--- src/rtl/johnson_step_controller_if.sv ---
// Step-command channel for johnson_step_controller.
// Valid/ready handshake with the command payload.
interface johnson_step_controller_if #(
  parameter int WIDTH = 4,
  parameter int CNT_W = 8,
  parameter int DIV_W = 8
);
  logic             cmd_valid;
  logic             cmd_ready;
  logic [CNT_W-1:0] cmd_steps;
  logic             cmd_dir;
  logic [DIV_W-1:0] cmd_div;
  logic             cmd_load;
  logic [WIDTH-1:0] cmd_phase;

  modport master (
    output cmd_valid,
    output cmd_steps,
    output cmd_dir,
    output cmd_div,
    output cmd_load,
    output cmd_phase,
    input  cmd_ready
  );

  modport slave (
    input  cmd_valid,
    input  cmd_steps,
    input  cmd_dir,
    input  cmd_div,
    input  cmd_load,
    input  cmd_phase,
    output cmd_ready
  );
endinterface

--- src/rtl/johnson_step_controller.sv ---
// Johnson phase sequencer: prescaled fwd/rev stepping,
// preload with legality check, abort and completion pulse.
module johnson_step_controller #(
  parameter int WIDTH = 4,
  parameter int CNT_W = 8,
  parameter int DIV_W = 8
) (
  input  logic             Clk,
  input  logic             Clr,
  johnson_step_controller_if.slave cmd,
  input  logic             abort,
  output logic [WIDTH-1:0] Q,
  output logic             busy,
  output logic             done,
  output logic             aborted,
  output logic             err,
  output logic [CNT_W-1:0] steps_left
);

  typedef enum logic [1:0] {
    IDLE,
    RUN,
    DONE
  } state_t;

  state_t           state, state_n;
  logic [WIDTH-1:0] q_r, q_n;
  logic             dir_r, dir_n;
  logic [DIV_W-1:0] div_r, div_n;
  logic [DIV_W-1:0] psc_r, psc_n;
  logic [CNT_W-1:0] cnt_r, cnt_n;
  logic             abt_r, abt_n;
  logic             err_r, err_n;

  logic             accept;
  logic             tick;
  logic             legal;
  logic [WIDTH-1:0] q_fwd;
  logic [WIDTH-1:0] q_rev;

  // legal codes: k ones from the MSB, or their complement
  function automatic logic is_legal(
    input logic [WIDTH-1:0] p
  );
    logic [WIDTH-1:0] m;
    logic             ok;
    ok = 1'b0;
    for (int k = 0; k <= WIDTH; k++) begin
      m = ~({WIDTH{1'b1}} >> k);
      if (p == m || p == ~m)
        ok = 1'b1;
    end
    return ok;
  endfunction

  assign cmd.cmd_ready = (state == IDLE);
  assign busy          = (state == RUN);
  assign done          = (state == DONE);
  assign Q             = q_r;
  assign aborted       = abt_r;
  assign err           = err_r;
  assign steps_left    = cnt_r;

  assign accept = cmd.cmd_valid && (state == IDLE);
  assign tick   = (state == RUN) && (psc_r == div_r);
  assign legal  = is_legal(cmd.cmd_phase);
  assign q_fwd  = {~q_r[0], q_r[WIDTH-1:1]};
  assign q_rev  = {q_r[WIDTH-2:0], ~q_r[WIDTH-1]};

  always_ff @(posedge Clk or negedge Clr) begin
    if (!Clr) begin
      state <= IDLE;
      q_r   <= '0;
      dir_r <= 1'b0;
      div_r <= '0;
      psc_r <= '0;
      cnt_r <= '0;
      abt_r <= 1'b0;
      err_r <= 1'b0;
    end else begin
      state <= state_n;
      q_r   <= q_n;
      dir_r <= dir_n;
      div_r <= div_n;
      psc_r <= psc_n;
      cnt_r <= cnt_n;
      abt_r <= abt_n;
      err_r <= err_n;
    end
  end

  always_comb begin
    state_n = state;
    q_n     = q_r;
    dir_n   = dir_r;
    div_n   = div_r;
    psc_n   = psc_r;
    cnt_n   = cnt_r;
    abt_n   = abt_r;
    err_n   = err_r;
    unique case (1'b1)
      (state == IDLE): begin
        if (accept) begin
          dir_n = cmd.cmd_dir;
          div_n = cmd.cmd_div;
          cnt_n = cmd.cmd_steps;
          psc_n = '0;
          abt_n = 1'b0;
          err_n = 1'b0;
          if (cmd.cmd_load) begin
            if (legal) begin
              q_n = cmd.cmd_phase;
            end else begin
              q_n   = '0;
              err_n = 1'b1;
            end
          end
          if (cmd.cmd_steps == '0)
            state_n = DONE;
          else
            state_n = RUN;
        end
      end
      (state == RUN): begin
        // abort wins over a coincident tick
        if (abort) begin
          abt_n   = 1'b1;
          state_n = DONE;
        end else if (tick) begin
          psc_n = '0;
          q_n   = dir_r ? q_fwd : q_rev;
          cnt_n = cnt_r - CNT_W'(1);
          if (cnt_r == CNT_W'(1))
            state_n = DONE;
        end else begin
          psc_n = psc_r + DIV_W'(1);
        end
      end
      (state == DONE): begin
        state_n = IDLE;
      end
      default: begin
        state_n = IDLE;
      end
    endcase
  end

endmodule

--- src/flat_wrapper.sv ---
// flat-port wrapper written by rule: the top's interface ports become plain ports
module johnson_step_controller_flat 
#(
  parameter int WIDTH = 4,
  parameter int CNT_W = 8,
  parameter int DIV_W = 8
)
  (Clk, Clr, abort, Q, busy, done, aborted, err, steps_left, cmd_cmd_valid, cmd_cmd_steps, cmd_cmd_dir, cmd_cmd_div, cmd_cmd_load, cmd_cmd_phase, cmd_cmd_ready);
  johnson_step_controller_if #(.WIDTH(WIDTH), .CNT_W(CNT_W), .DIV_W(DIV_W)) cmd_i ();
  input  logic Clk;
  input  logic Clr;
  input  logic abort;
  output logic [WIDTH-1:0] Q;
  output logic busy;
  output logic done;
  output logic aborted;
  output logic err;
  output logic [CNT_W-1:0] steps_left;
  input wire logic [$bits(cmd_i.cmd_valid)-1:0] cmd_cmd_valid;
  input wire logic [$bits(cmd_i.cmd_steps)-1:0] cmd_cmd_steps;
  input wire logic [$bits(cmd_i.cmd_dir)-1:0] cmd_cmd_dir;
  input wire logic [$bits(cmd_i.cmd_div)-1:0] cmd_cmd_div;
  input wire logic [$bits(cmd_i.cmd_load)-1:0] cmd_cmd_load;
  input wire logic [$bits(cmd_i.cmd_phase)-1:0] cmd_cmd_phase;
  output wire logic [$bits(cmd_i.cmd_ready)-1:0] cmd_cmd_ready;
  assign cmd_i.cmd_valid = cmd_cmd_valid;
  assign cmd_i.cmd_steps = cmd_cmd_steps;
  assign cmd_i.cmd_dir = cmd_cmd_dir;
  assign cmd_i.cmd_div = cmd_cmd_div;
  assign cmd_i.cmd_load = cmd_cmd_load;
  assign cmd_i.cmd_phase = cmd_cmd_phase;
  assign cmd_cmd_ready = cmd_i.cmd_ready;
  johnson_step_controller #(.WIDTH(WIDTH), .CNT_W(CNT_W), .DIV_W(DIV_W)) u_core (.Clk(Clk), .Clr(Clr), .cmd(cmd_i), .abort(abort), .Q(Q), .busy(busy), .done(done), .aborted(aborted), .err(err), .steps_left(steps_left));
endmodule
--- config.mk ---
export PLATFORM = sky130hd
export DESIGN_NAME = johnson_step_controller_flat
export DESIGN_NICKNAME = d
export VERILOG_FILES = /design/src/rtl/johnson_step_controller_if.sv /design/src/rtl/johnson_step_controller.sv /design/src/flat_wrapper.sv
export SDC_FILE = /design/constraint.sdc
export NUM_CORES = 1
export LEC_CHECK = 0
export CAP_MARGIN = 20
export CORE_AREA = 4 4 74 76
export CTS_BUF_LIST = sky130_fd_sc_hd__clkbuf_8
export DETAILED_ROUTE_END_ITERATION = 8
export DIE_AREA = 0 0 78 80
export GPL_ROUTABILITY_DRIVEN = 0
export GPL_TIMING_DRIVEN = 0
export SLEW_MARGIN = 20
export SYNTH_ARGS = -nofsm -noshare
export SYNTH_HDL_FRONTEND = slang
export SYNTH_SLANG_ARGS = --single-unit
--- constraint.sdc ---
create_clock -name Clk -period 2.4 [get_ports Clk]
set_input_delay 0.48 -clock Clk [delete_from_list [all_inputs] [get_ports Clk]]
set_output_delay 0.48 -clock Clk [all_outputs]
set_load 0.05 [all_outputs]
==> results of run 1 <==
==> power by group through the flow <==
stage,Combinational [W],Clock [W],Sequential [W]
6_report,0.00186,0.000538,0.00100
5_1_grt,0.00204,0.000581,0.00104
4_1_cts,0.00187,0.000550,0.00101
3_5_place_dp,0.00188,0,0.00102
3_3_place_gp,0.00186,0,0.00101
2_1_floorplan,0.000931,0,0.00135
==> final cells by class <==
cell class	count	area [um^2]	area share [%]
clock inverters	2	33.78	1.348
inverters	7	26.28	1.048
clock buffers	6	82.58	3.295
multi-input cells	165	993.5	39.64
plain buffers	6	23.77	0.9486
well taps	67	83.83	3.345
flip-flops and latches	33	825.8	32.95
repair buffers	43	436.7	17.42
==> stage by stage <==
stage                     hold slack (ps)  TNS (ps)  total power (W)  setup slack [ps]  cell area [um^2]
after detailed placement            339.3    -328.2         0.002895            -230.2              2392
after CTS                           35.16         0         0.003427             174.0              2506
after global placement              480.7    -640.3         0.002868            -238.5              2377
final                               32.23         0         0.003400             180.6              2506
after global routing                33.91         0         0.003660             28.45              2506
after floorplan                     184.4         0         0.002283             517.6              1873
==> flip-flops by register name, summed over array words and instances (netlist names) <==
name               cells
u_core.Q               4
u_core.aborted         1
u_core.dir_r           1
u_core.div_r           8
u_core.err             1
u_core.psc_r           8
u_core.state           2
u_core.steps_left      8
==> per-layer routing <==
metal | global-route usage, % | vias to the layer above | wire, um
met4 | 6.294 | 0 | 64
met1 | 20.96 | 801 | 2203
met5 | 0 | - | 0
met3 | 4.289 | 7 | 229
met2 | 26.63 | 37 | 2243
li1 | - | 854 | -
==> critical path: stages (launching register included) <==
cell and delay [ps]:
dfrtp_1 430, xnor2_1 220, nand4_1 310, o21ai_2 520, o311ai_2 290, mux2_2 340
==> synthesized netlist by cell type <==
cell and instances:
nand4_2 1, or4_1 1, o22a_1 6, o21a_1 1, a22o_1 4, a31o_2 1
inv_1 6, a22oi_1 1, a311o_1 1, nor2_1 17, inv_2 1, and3_1 1
dfrtp_1 33, nor4_1 4, o2111ai_1 2, nand2_1 52, buf_1 2, mux2_2 5
a21o_1 1, ha_1 3, nand4_1 1, nand3_1 5, o311ai_2 1, o211ai_1 3
a21oi_1 5, clkbuf_1 4, and2_1 1, or4b_4 1, xnor2_1 8, o22ai_1 2
nand2b_1 3, a21o_2 2, or3_1 2, o21ai_2 1, nor2b_1 3, nor3_1 1
o21ai_0 13, a31oi_1 5, o41ai_1 1, buf_2 1, a41oi_1 1, mux2i_1 5
==> kinds of logic (layout without fill, tap and decap cells) <==
family | after synthesis | after routing
buffers and inverters | 14 | 64
AND/OR/NAND/NOR | 93 | 93
adder cells (fa/ha/maj) | 3 | 3
AO/OA/AOI/OAI | 51 | 51
XOR/XNOR | 8 | 8
flip-flops | 33 | 33
multiplexers | 10 | 10
==> timing repair <==
item	CTS	global route
resized for setup	3	0
endpoints found under the setup margin	1	0
endpoints found under the hold margin	0	0
==> worst min-delay path by stage <==
stage / from / end / slack, ps / depth (start not counted)
after floorplan: Clr / u_core.Q[0] / 180 / 0
after global placement: u_core.err / u_core.err / 480 / 2
after detailed placement: Clr / u_core.Q[3] / 340 / 1
after CTS: Clr / u_core.Q[3] / 40 / 1
after global routing: Clr / u_core.Q[3] / 30 / 1
final: Clr / u_core.Q[3] / 30 / 1
==> summary.md, run 1 <==
| Metric | Value |
|---|---|
| Final Util | `53.06%` |
| Num rows | `25` |
| Post-DRT Antenna Nets | `0` |
| R2r setup slk | `180 ps` |
| DR WL/cell | `14.41 um` |
| Clock Path Buffers | `2` |
| Post-CTS Repair Setup Buffers | `0` |
| Peak supply drop | `0.4475 mV` |
| RSZ-0062 raised after global routing | `false` |
| DR vias/cell | `5.164` |
| Hold Path Class | `in -> async` |
| Syn_nets | `241` |
| Comb pwr share | `54.6%` |
| Layout Area Growth over Synthesis | `33.80%` |
| Synth Instances | `212` |
| # DRC | `0` |
| Hold_buf cts | `0` |
| Worst r2r dst | `u_core.Q[1]` |
| Clock share of power | `15.8%` |
| Max Freq | `0.4506 GHz` |
| Fill cell count | `471` |
| Max-cap violations | `0` |
| Simple-gate share of the synthesized area | `22.24%` |
| Die width | `78 um` |
| Min cycle time layout | `2219 ps` |
| Most frequent cells in the layout | `52 x nand2_1, 40 x clkdlybuf4s50_1, 33 x dfrtp_1` |
| Commonest non-fill, non-tap cell in the layout | `nand2_1` |
| End point of the critical path | `u_core.Q[1]` |
| Sw frac | `47.07%` |
| Vias in the first global route | `1681` |
| Final Hold Fails | `0` |
| Leakage | `1.071 nW` |
| YS warnings | `0` |
| P_int | `0.001800 W` |
| Adder-cell share of the synthesized area | `2.004%` |
| Share of layout cells above drive strength 1 | `9.160%` |
| Fin cells | `329` |
| Crit path launch type | `flip-flop` |
| First-pass GRT wire length | `8045 um` |
| Root buf cell | `clkbuf_8` |
| Ports | `43` |
| Core footprint | `0.004723 mm^2` |
| Xor-xnor portion of the synthesized cell area | `3.741%` |
| Synth area leaders | `dfrtp_1 44%, nand2_1 10%, xnor2_1 3.7%` |
| Compound-Gate Fraction of Synth Area | `19.37%` |
| Final setup viols | `0` |
| Nets@finish | `290` |
| Die span in y | `80 um` |
| Net switching power of the design | `0.001600 W` |
| Post-synthesis mux area share | `5.678%` |
| Drt initial violations | `98` |
| Main combinational cell family by area after synthesis | `simple AND/OR/NAND/NOR gates` |
| Sequential Power Share | `29.6%` |
| # clock sinks | `33` |
| Cell accounting for the most synthesized area | `dfrtp_1` |
| Vias | `1699` |
| Slew Viols, Final | `0` |
| Top cell type's share of synthesized area | `44.09%` |
| Total GRT Usage | `16.42%` |
| Status | `completed` |
| Largest net degree at the start of global routing | `28` |
| Flop and latch count out of synthesis | `33` |
| CP max FO | `10` |
| Ant diodes | `0` |
| HPWL after detailed placement | `3616 um` |
| Syn avg cell area | `8.835 um^2` |
| Initial Util | `39.66%` |
| Reg2Reg Depth | `5` |
| Kind of critical path | `reg -> reg` |
| Slew HR | `49.58%` |
| Post-synthesis cell area | `0.001873 mm^2` |
| Total grt overflow | `0` |
| Input/output buffers | `42` |
| Crit. End Element | `flip-flop` |
| Htree depth | `2` |
| Total routed wirelength | `4740 um` |
| Detailed Routing Iterations Pass 1 | `4` |
| Worst-path clk slew | `70 ps` |
| Worst path required time | `2570 ps` |
| Register area share after synthesis | `44.09%` |
| Clk_lat worst skew | `280 ps` |
| Initial antenna violation count | `0` |
| Fin crit share | `92.47%` |
| Critical path arrival | `2390 ps` |
| Number of distinct library cells after synthesis | `42` |
| CTS tree | `built` |
| Crit path from | `u_core.psc_r[6]` |
| Cell Pwr Density | `1357 mW/mm^2` |
| Layout Skew | `4.851 ps` |
| Placed cells | `322` |
| Num CTS Buffers | `5` |
| Worst-margin pin slew | `756.3 ps` |
| RR Startpoint | `u_core.psc_r[6]` |
| Die area | `0.006240 mm^2` |
Note: power is estimated with default switching activity, not from simulation.
==> run 2: changes to the inputs <==
Settings changed: CAP_MARGIN 20 to default, SLEW_MARGIN 20 to default.
==> run 2 against run 1 <==
- fmax up 0.60%
- first-iteration DRC count grew 20%
- via count up 0.53%
- combinational power about the same
- routed wire length down 0.72%
- flip-flop and latch count stayed put
- cell count down 0.30%
- sequential share of layout area increased by 0.72 points
- worst setup slack improved by 13 ps
- total power down 4.4%
- clock power is 26% lower
- critical path type is now reg -> out
- largest power group unchanged
==> summary.md, run 2 (same netlist as run 1, synthesis figures left out) <==
| Metric | Value |
|---|---|
| Status | `completed` |
| Fin area | `0.002452 mm^2 (-2.1%)` |
| Htree depth | `2 (unchanged)` |
| CP max FO | `6 (-4)` |
| Nets@finish | `289 (-0.34%)` |
| Leakage | `1.048 nW (-2.1%)` |
| Worst-margin pin slew | `738.3 ps (-17.95 ps)` |
| Buf+Inv Stages, Crit Path | `1 (+1)` |
| DR vias/cell | `5.207 (+0.84%)` |
| First-pass GRT wire length | `8100 um (+0.68%)` |
| Layout Skew | `5.722 ps (+0.8714 ps)` |
| Total grt overflow | `0 (unchanged)` |
| Root buf cell | `clkbuf_8` |
| Commonest non-fill, non-tap cell in the layout | `nand2_1` |
| Crit. End Element | `output pin` |
| Num CTS Buffers | `5 (unchanged)` |
| Crit-path cells | `nor2_1, clkdlybuf4s50_1` |
| Slew Viols, Final | `0 (unchanged)` |
| Kind of critical path | `reg -> out` |
| Slew HR | `50.78% (+1.2 points)` |
| Cell family contributing the most delay on the critical path | `buffers and inverters` |
| Post-Place Cell Area | `0.002372 mm^2 (-0.84%)` |
| Post-DRT Antenna Nets | `0 (unchanged)` |
| Die area | `0.006240 mm^2 (unchanged)` |
| Total GRT Usage | `16.37% (-0.052 points)` |
| Max-cap violations | `0 (unchanged)` |
| Cell Pwr Density | `1325 mW/mm^2 (-2.3%)` |
| CP max-delay cell | `clkdlybuf4s50_1` |
| Hold Path Class | `in -> async` |
| Hold_buf cts | `0 (unchanged)` |
| DR WL/cell | `14.35 um (-0.41%)` |
| Worst path required time | `1920 ps (-650 ps)` |
| Total routed wirelength | `4706 um (-0.72%)` |
| Min cycle time layout | `2206 ps (-13.33 ps)` |
| Fin crit share | `91.92% (-0.56 points)` |
| Core footprint | `0.004723 mm^2 (unchanged)` |
| Initial antenna violation count | `0 (unchanged)` |
| Share of layout cells above drive strength 1 | `8.812% (-0.35 points)` |
| Detailed Routing Iterations Pass 1 | `4 (unchanged)` |
| Clock Path Buffers | `2 (unchanged)` |
| Crit path launch type | `flip-flop` |
| Vias | `1708 (+0.53%)` |
| CTS tree | `built` |
| Crit path from | `u_core.state[0]` |
| Initial Util | `39.66% (unchanged)` |
| RR Startpoint | `u_core.psc_r[6]` |
| Ports | `43 (unchanged)` |
| Final Hold Fails | `0 (unchanged)` |
| Critical path arrival | `1730 ps (-660 ps)` |
| Die span in y | `80 um (unchanged)` |
| Die width | `78 um (unchanged)` |
| Vias in the first global route | `1728 (+2.8%)` |
| Peak supply drop | `0.4474 mV (about the same)` |
| HPWL after detailed placement | `3563 um (-1.5%)` |
| Drt initial violations | `118 (+20%)` |
| RSZ-0062 raised after global routing | `false` |
| # DRC | `0 (unchanged)` |
| Worst-path clk slew | `70 ps (about the same)` |
| Ant diodes | `0 (unchanged)` |
| Final Util | `51.92% (-1.1 points)` |
| Num rows | `25 (unchanged)` |
| Largest net degree at the start of global routing | `34 (+21%)` |
| Fin Setup TNS | `0 ps (unchanged)` |
| Pwr Total | `0.003249 W (-4.4%)` |
| Layout Area Growth over Synthesis | `30.93%` |
| Max Freq | `0.4533 GHz (+0.60%)` |
| Final setup viols | `0 (unchanged)` |
| Input/output buffers | `42 (unchanged)` |
| Clk_lat worst skew | `280 ps (about the same)` |
| Crit-path max cell delay | `830 ps (+310 ps)` |
| Most frequent cells in the layout | `52 x nand2_1, 40 x clkdlybuf4s50_1, 33 x dfrtp_1` |
| # clock sinks | `33 (unchanged)` |
## run 2: power by group
group          leakage, nW  internal (W)  switching, W
sequential           0.416      0.000783      0.000220
clock               0.0491      0.000197      0.000202
combinational        0.583      0.000679       0.00117
## run 2: what timing repair did
item / in CTS / in global routing
endpoints found under the setup margin: 1 / 0
resized for setup: 3 / 0
buffers inserted: 0 / 0
## run 2: worst register-to-register path: cells and delay by family (launching register included)
kind,cells,cell delay (ps)
XOR/XNOR,1,220
multiplexers,1,340
flip-flops,1,430
AO/OA/AOI/OAI,2,810
AND/OR/NAND/NOR,1,300
## run 2: final cells by class
class	count	area, um^2
buffer	6	23.77
sequential	33	825.8
fill	467	2271
timing repair buffer	42	416.7
inverter	7	26.28
multi-input combinational	165	993.5
clock inverter	3	13.76
tap	67	83.83
clock buffer	5	68.82
## run 2: metal layers
layer / track usage, % / wire length (um) / part of all wire (%) / up-vias
met5: 0 / 0 / 0 / -
met4: 6.119 / 63 / 1.3 / 0
met3: 4.853 / 253 / 5.4 / 8
met2: 27.40 / 2231 / 47 / 43
met1: 19.89 / 2157 / 46 / 810
li1: - / - / - / 847
## run 2: through the flow
step / hold slack [ps] / cells / setup slack [ps]
floorplan: 184.4 / 212 / 517.6
global placement: 480.7 / 321 / -238.5
detailed placement: 480.7 / 321 / -215.3
CTS: 281.9 / 328 / 181.9
global route: 317.5 / 328 / 57.78
finish: 254.9 / 328 / 194.0
## run 2: worst paths after layout
kind	end	cells past startpoint	slack, ps
max in group asynchronous	u_core.steps_left[2]	1	1670
max reg2reg	u_core.Q[1]	5	190
min reg2reg	u_core.err	2	490
min	u_core.Q[2]	1	250
min in group Clk	u_core.err	2	490
max	cmd_cmd_ready	2	190
